## config.mk

```make
export PLATFORM = sky130hd
export DESIGN_NAME = seg_scan_ctrl
export DESIGN_NICKNAME = d
export VERILOG_FILES = /design/src/rtl/seg_scan_ctrl.sv
export SDC_FILE = /design/constraint.sdc
export NUM_CORES = 1
export LEC_CHECK = 0
export CAP_MARGIN = 10
export CORE_ASPECT_RATIO = 0.6
export CORE_MARGIN = 1
export CORE_UTILIZATION = 40
export DETAILED_ROUTE_END_ITERATION = 7
export GPL_ROUTABILITY_DRIVEN = 0
export PLACE_DENSITY_LB_ADDON = 0.05
export SYNTH_ARGS = -nofsm -noshare
export SYNTH_HDL_FRONTEND = slang
export SYNTH_SLANG_ARGS = --single-unit
```

## constraint.sdc

```tcl
create_clock -name clk -period 3.3 [get_ports clk]
set_input_delay 0.99 -clock clk [delete_from_list [all_inputs] [get_ports clk]]
set_output_delay 0.99 -clock clk [all_outputs]
set_load 0.01 [all_outputs]
```

## src/rtl/seg_scan_ctrl.sv

```systemverilog
// Time-multiplexed scan controller for a multi-digit 7-segment panel: double-buffered
// frames committed at scan-frame boundaries, ghosting dead-time and flash blinking.
module seg_scan_ctrl #(
    parameter int DIGITS      = 5,
    parameter int SCAN_DIV    = 20000,
    parameter int FLASH_TICKS = 250,
    parameter int GUARD       = 40
) (
    input  logic                  clk,
    input  logic                  reset,
    input  logic [8*DIGITS-1:0]   frame_data,
    input  logic [2:0]            frame_mode,
    input  logic                  frame_valid,
    output logic                  frame_ready,
    output logic [DIGITS-1:0]     seg_select,
    output logic [7:0]            seg_out,
    output logic [2:0]            flash_cnt,
    output logic                  frame_sync
);

    localparam int FW  = 8 * DIGITS;
    localparam int PW  = (SCAN_DIV > 1)    ? $clog2(SCAN_DIV)    : 1;
    localparam int FCW = (FLASH_TICKS > 1) ? $clog2(FLASH_TICKS) : 1;
    localparam int GW  = (GUARD > 0)       ? $clog2(GUARD + 1)   : 1;
    localparam int IW  = (DIGITS > 1)      ? $clog2(DIGITS)      : 1;

    typedef enum logic [2:0] {
        MODE_CONST = 3'd0,
        MODE_FLASH = 3'd1,
        MODE_BLANK = 3'd2
    } mode_t;

    logic [PW-1:0]  prescaler;
    logic [IW-1:0]  digit_idx;
    logic [GW-1:0]  guard_cnt;
    logic [FCW-1:0] flash_ctr;
    logic           flash_on;
    logic [FW-1:0]  active_frame;
    mode_t          active_mode;
    logic [FW-1:0]  pending_frame;
    mode_t          pending_mode;
    logic           pending_full;

    logic           tick;
    logic           wrap;
    logic           commit;
    logic           flash_restart;
    logic           flash_wrap;
    mode_t          offer_mode;
    logic [IW-1:0]  idx_nxt;
    logic [GW-1:0]  guard_nxt;
    logic [FCW-1:0] ctr_nxt;
    logic           phase_nxt;
    logic [2:0]     cnt_nxt;
    logic [FW-1:0]  frame_nxt;
    mode_t          mode_nxt;
    logic [7:0]     digit_byte;
    logic [DIGITS-1:0] sel_nxt;
    logic [7:0]     seg_nxt;

    assign frame_ready = !pending_full;

    assign tick          = (prescaler == PW'(SCAN_DIV - 1));
    assign wrap          = tick && (digit_idx == IW'(DIGITS - 1));
    assign commit        = wrap && pending_full;
    assign flash_restart = commit && (pending_mode == MODE_FLASH) && (active_mode != MODE_FLASH);
    assign flash_wrap    = tick && (flash_ctr == FCW'(FLASH_TICKS - 1));
    assign frame_nxt     = commit ? pending_frame : active_frame;
    assign mode_nxt      = commit ? pending_mode  : active_mode;

    // Modes 3..7 are folded into blank when the frame is accepted.
    always_comb begin
        case (frame_mode)
            3'd0:    offer_mode = MODE_CONST;
            3'd1:    offer_mode = MODE_FLASH;
            default: offer_mode = MODE_BLANK;
        endcase
    end

    always_comb begin
        idx_nxt   = digit_idx;
        guard_nxt = guard_cnt;
        if (tick) begin
            idx_nxt   = wrap ? '0 : digit_idx + IW'(1);
            guard_nxt = GW'(GUARD);
        end else if (guard_cnt != '0) begin
            guard_nxt = guard_cnt - GW'(1);
        end
    end

    // A restart into flash mode wins over any toggle or increment on the same tick.
    always_comb begin
        ctr_nxt   = flash_ctr;
        phase_nxt = flash_on;
        cnt_nxt   = flash_cnt;
        if (flash_restart) begin
            ctr_nxt   = '0;
            phase_nxt = 1'b1;
            cnt_nxt   = 3'd0;
        end else if (tick) begin
            ctr_nxt = flash_wrap ? '0 : flash_ctr + FCW'(1);
            if (flash_wrap) begin
                phase_nxt = !flash_on;
                if (!flash_on && mode_nxt == MODE_FLASH && flash_cnt != 3'd7)
                    cnt_nxt = flash_cnt + 3'd1;
            end
        end
    end

    always_comb begin
        digit_byte = 8'h00;
        sel_nxt    = '0;
        for (int d = 0; d < DIGITS; d++) begin
            if (idx_nxt == IW'(d)) begin
                digit_byte = frame_nxt[8*(DIGITS-1-d) +: 8];
                sel_nxt[d] = 1'b1;
            end
        end
    end

    // Segments are registered from next-state values so they line up with seg_select;
    // the step edge itself is therefore already blanked by the freshly loaded guard.
    always_comb begin
        seg_nxt = 8'h00;
        if (guard_nxt == '0) begin
            case (mode_nxt)
                MODE_CONST: seg_nxt = digit_byte;
                MODE_FLASH: seg_nxt = phase_nxt ? digit_byte : 8'h00;
                default:    seg_nxt = 8'h00;
            endcase
        end
    end

    always_ff @(posedge clk) begin
        if (reset) begin
            prescaler     <= '0;
            digit_idx     <= '0;
            guard_cnt     <= '0;
            flash_ctr     <= '0;
            flash_on      <= 1'b1;
            flash_cnt     <= 3'd0;
            active_frame  <= '0;
            active_mode   <= MODE_BLANK;
            pending_frame <= '0;
            pending_mode  <= MODE_BLANK;
            pending_full  <= 1'b0;
            seg_select    <= DIGITS'(1);
            seg_out       <= 8'h00;
            frame_sync    <= 1'b0;
        end else begin
            prescaler    <= tick ? '0 : prescaler + PW'(1);
            digit_idx    <= idx_nxt;
            guard_cnt    <= guard_nxt;
            flash_ctr    <= ctr_nxt;
            flash_on     <= phase_nxt;
            flash_cnt    <= cnt_nxt;
            active_frame <= frame_nxt;
            active_mode  <= mode_nxt;
            seg_select   <= sel_nxt;
            seg_out      <= seg_nxt;
            frame_sync   <= commit;
            if (commit) begin
                pending_full <= 1'b0;
            end else if (frame_valid && !pending_full) begin
                pending_frame <= frame_data;
                pending_mode  <= offer_mode;
                pending_full  <= 1'b1;
            end
        end
    end

endmodule

```

Word-level counts from Yosys, hierarchy flattened
Cells that the tools add are included.
{"block": "word_totals", "regBits": 137, "in_bits": 46, "wordCells": 77}
{"block": "classes", "add_sub_neg": 5, "eq_ne": 12, "muxes": 23, "n_bitwise": 2, "reduce_logical": 21}
{"op": "$mux 8", "n": 7}
{"op": "$mux 40", "n": 1}
{"op": "$pmux 8 s2", "n": 1}
{"op": "$add 15x1->15 const B", "n": 1}
{"op": "$eq 15x15->1 const B", "n": 1}
{"op": "$eq 3x1->1 const B", "n": 4}
{"op": "$mux 6", "n": 2}
{"op": "$logic_not 3->1", "n": 3}
{"op": "$mux 3", "n": 3}
{"op": "$add 8x1->8 const B", "n": 1}
{"op": "$eq 8x8->1 const B", "n": 1}
{"op": "$logic_and 1x1->1", "n": 8}
{"op": "$mux 1", "n": 8}
{"op": "$reduce_or 2->1", "n": 4}
{"op": "$add 3x1->3 const B", "n": 2}
{"op": "$eq 3x2->1 const B", "n": 2}
{"op": "$eq 3x3->1 const B", "n": 2}
{"op": "$logic_not 6->1", "n": 1}
{"op": "$reduce_bool 6->1", "n": 1}
{"op": "$sub 6x1->6 const B", "n": 1}
{"op": "$pmux 2 s2", "n": 1}
{"op": "$ne 3x1->1 const B", "n": 1}
{"op": "$ne 3x3->1 const B", "n": 1}
{"op": "$reduce_and 3->1", "n": 1}
{"op": "other kinds (3)", "n": 5}

Logic depth before layout (Yosys ltp)
Gate-level depths: netlist (run 1).
{"block": "depth", "depth_word": 12, "mapped_depth": 10, "mapped_depth_nobuf": 8}

Worst setup path after synthesis (run 1)
OpenSTA, ideal clock, no wires.
{"block": "synth_path", "path_type": "register to register", "startpoint": "reg prescaler[8]", "endpoint": "reg seg_out[1]", "setup_ns": 0.104, "arrival_ns": 2.555, "required_ns": 3.196, "setup_slack_ns": 0.641, "path_stages_with_launch": 8, "period_less_slack_ns": 2.659, "cell_sequence": "dfxtp_1 > or4b_4 > or4_4 > buf_6 > or3_4 > nand2_2 > o2111ai_4 > a2111oi_2"}
{"block": "synth_between", "elab_chain_len": 12, "word_cells_on_any_way": 31}
{"item": "start: declaration", "line_no": "33", "rtl": "logic [PW-1:0] prescaler;"}
{"item": "start signal: assignment", "line_no": "151", "rtl": "prescaler <= tick ? '0 : prescaler + PW'(1);"}
{"item": "$eq 15x15->1 *", "line_no": "63", "rtl": "assign tick = (prescaler == PW'(SCAN_DIV - 1));"}
{"item": "$logic_and 1x1->1", "line_no": "64", "rtl": "assign wrap = tick && (digit_idx == IW'(DIGITS - 1));"}
{"item": "$mux 3", "line_no": "84", "rtl": "idx_nxt = wrap ? '0 : digit_idx + IW'(1);"}
{"item": "$mux 3", "line_no": "83", "rtl": "if (tick) begin"}
{"item": "$logic_not 3->1", "line_no": "114", "rtl": "if (idx_nxt == IW'(d)) begin"}
{"item": "$mux 8 (5 in series)", "line_no": "114"}
{"item": "$mux 8", "line_no": "128", "rtl": "MODE_FLASH: seg_nxt = phase_nxt ? digit_byte : 8'h00;"}
{"item": "$pmux 8 s2", "line_no": "126", "rtl": "case (mode_nxt)"}
{"item": "end signal: assignment", "line_no": "160", "rtl": "seg_out <= seg_nxt;"}
{"item": "end: declaration", "line_no": "16", "rtl": "output logic [7:0] seg_out,"}
Mark *: on every way between the ends. The rest lies on a longest branch, timed or not.
A chain may end at the register's enable or synchronous reset.

Worst setup path in the final report (run 1)
{"block": "layout_path", "startpoint": "reg prescaler[0]", "endpoint": "reg seg_out[6]"}
Same word-level chain as after synthesis.

==> metrics.cfg, run 1 <==
[outcome]
status = finished clean

[drt]
routedWlPerCell_um = 14.8
routed-wl-met3_um = 510
first_pass_iters = 4
dr_wl_met2_um = 5760
met1_length_um = 7040
drtIter0Drc = 202
wl_um = 13400
viasPerCell = 5.06
post-route-drc-count = 0
final_antenna_net_count = 0
top_layer = met4
num_vias = 4585

[sta]
period_needed_ps = 2970
maxSlewHeadroom_pct = 39.4
fin_setup_tns_ps = 0
rsz0062_at_grt = no
finalMaxSlewViolations = 0
fin_crit_sh_pct = 90.0
clock_skew_ps = 10.8
fin_hold_ws_ps = 453
worstMarginPinSlew_ps = 910
setup_violations = 0
timing.fmax_ghz = 0.337
final-hold-violation-count = 0

[setup_path]
critPathLaunchType = flip-flop
critPathMaxStageDelay_ps = 780
path_buf_inv = 0
timing.rr.start = prescaler[0]$_SDFF_PP0_
crit_slowest_cell = or4_4
crit_fanout = 22
r2r-end = seg_out[6]$_SDFF_PP0_
cp.arrival_ps = 3280
r2r_setup_slack_ps = 330
worstPathRequired_ps = 3610
critPathTopFamily = simple AND/OR/NAND/NOR gates
crit_chain = ha_1 > nand4_1 > or4_4 > o22ai_1 > and2_1 > nor3_1 > a2111oi_2
worstSetupPathType = reg -> reg
worstSetupEndpointType = flip-flop
reg2reg_depth = 7

[global_route]
grt-ovfl-total = 0
first_global_vias = 4475
track_usage_pct = 20.2
antenna_found_initial = 0
grt_pass1_wl_um = 22700
grt_max_degree = 86

[layout]
finalNetCount = 757
layout_common_cells = 136 x dfxtp_1, 115 x nand2_1, 75 x a21oi_1
num_antenna_cells = 0
area_growth_pct = 26.2
drive_gt1_share_pct = 9.09
final_common_cell = dfxtp_1

[logic_synthesis]
synth_top_cell_area_share_pct = 48.6
synthTopCellsByArea = dfxtp_1 49%, nand2_1 7.7%, a21oi_1 6.7%, mux2i_1 4.8%, nor2_1 4.7%
yosys_warnings = 0
yosys.cell_types.count = 49
synth-edff-count = 0
seq_area_frac_synth_pct = 48.6
ys_seq_elements = 136
synth_top_cell_by_area = dfxtp_1
async_flop_share_pct = 0
syn_avg_cell_area_sq_um = 8.66
synth_flop_cell = dfxtp_1
synth_area_sq_mm = 0.00560
synthCells = 646
synth_nets = 701

[hold_path]
hold_path_class = reg -> reg
holdPathEnd = pending_frame[23]$_SDFFE_PP0P_
whs_path_depth = 2
worstHoldStart = pending_frame[23]$_SDFFE_PP0P_

[placed_design]
dpl.hpwl_um = 9250
io_buffer_count = 63

[power_and_ir_drop]
ir_drop_mv = 0.290
power_density_mw_per_mm2 = 589
finalPower_mw = 4.16
p_leak_nw = 2.75

[floorplanning]
fp.coreArea_sq_mm = 0.0137
pin_count = 64
die_y_um = 93.6
die-area_sq_mm = 0.0145
dieWidth_um = 155
start_util_pct = 41.0
num_rows = 33

[cts]
cts_made_buffers = 17
postCtsSetupBuffers = 0
clk_latency_ps = 420
cts_tree = yes
cts-root-buf = clkbuf_16
post_cts_resized = 0
htreeDepth = 4
clockBufferDepth = 2
clock_sinks = 136
cts.clk_slew.worst_paths_ps = 60
cts_hold_buffers = 0

[job]
maxCapViolations = 0

[sequential cells by signal, indices dropped and copies added, names as in the netlist, 2 cells and up]
| register | count |
|---|---|
| flash_cnt | 3 |
| prescaler | 15 |
| seg_out | 8 |
| pending_mode | 2 |
| guard_cnt | 6 |
| active_mode | 3 |
| pending_frame | 40 |
| flash_ctr | 8 |
| digit_idx | 3 |
| active_frame | 40 |
| seg_select | 5 |
[cell usage after synthesis (7+ instances only)]
| library cell | instances |
|---|---|
| dfxtp_1 | 136 |
| nand2_1 | 115 |
| a21oi_1 | 75 |
| nor2_1 | 70 |
| mux2i_1 | 27 |
| clkbuf_1 | 26 |
| nand3_1 | 21 |
| nor3_1 | 18 |
| inv_1 | 15 |
| o21ai_0 | 14 |
| xor2_1 | 14 |
| xnor2_1 | 12 |
| ha_1 | 9 |
| and3_1 | 8 |
| buf_1 | 7 |
[worst max-delay path by stage]
stage | from | endpoint | slack (ps) | depth (start not counted)
2_1_floorplan | prescaler[8]$_SDFF_PP0_ | seg_out[1]$_SDFF_PP0_ | 640 | 7
3_3_place_gp | prescaler[8]$_SDFF_PP0_ | seg_out[2]$_SDFF_PP0_ | 480 | 6
3_5_place_dp | prescaler[0]$_SDFF_PP0_ | seg_out[6]$_SDFF_PP0_ | 370 | 7
4_1_cts | prescaler[8]$_SDFF_PP0_ | seg_out[6]$_SDFF_PP0_ | 350 | 6
5_1_grt | prescaler[0]$_SDFF_PP0_ | seg_out[0]$_SDFF_PP0_ | 70 | 7
6_report | prescaler[0]$_SDFF_PP0_ | seg_out[6]$_SDFF_PP0_ | 330 | 7
[cells by family (layout without fill, tap and decap cells)]
logic type / Yosys count / after routing / synth area share (%)
adder cells (fa/ha/maj): 9 / 9 / 2.01
AND/OR/NAND/NOR: 267 / 267 / 21.8
AO/OA/AOI/OAI: 125 / 125 / 14.3
multiplexers: 30 / 30 / 5.43
XOR/XNOR: 26 / 26 / 4.07
flip-flops: 136 / 136 / 48.6
buffers and inverters: 53 / 122 / 3.78
[power breakdown]
part	switching (mW)	internal, mW	total (mW)
clock network	0.770	1.23	2.00
registers	0.0476	1.71	1.75
logic	0.219	0.190	0.409
[worst min-delay path, stage by stage, from the launching register on]
cell and delay [ps]:
dfxtp_1 310, nand2_1 50, a21oi_1 50
[final cells by class]
class                           count  area, sq um
Clock buffer                       18          439
Clock inverter                     14          185
Fill cell                        1282         6610
Inverter                           15         56.3
Multi-Input combinational cell    457         2670
Sequential cell                   136         2720
Tap cell                          192          240
Timing Repair Buffer               75          753
[routing by layer]
metal	vias to the layer above	track usage, %
met1	2175	27.9
met3	11	5.33
li1	2319	-
met2	80	31.1
met5	-	0
met4	0	5.53
[metrics by stage]
stage,cell area [sq um],utilization (%),setup WS (ps),std cells
2_1_floorplan,5600,-,641,646
3_3_place_gp,6440,47.1,476,875
3_5_place_dp,6440,47.1,365,875
4_1_cts,7060,51.7,350,907
5_1_grt,7060,51.7,66.7,907
6_report,7060,51.7,329,907
Note: power is estimated with default switching activity, not from simulation.
==> run 2: changes to the inputs <==
Settings changed: CTS_CLUSTER_DIAMETER set to 120.
==> results of run 2 <==
Final layout, timing and power as in run 1 (identical DEF).
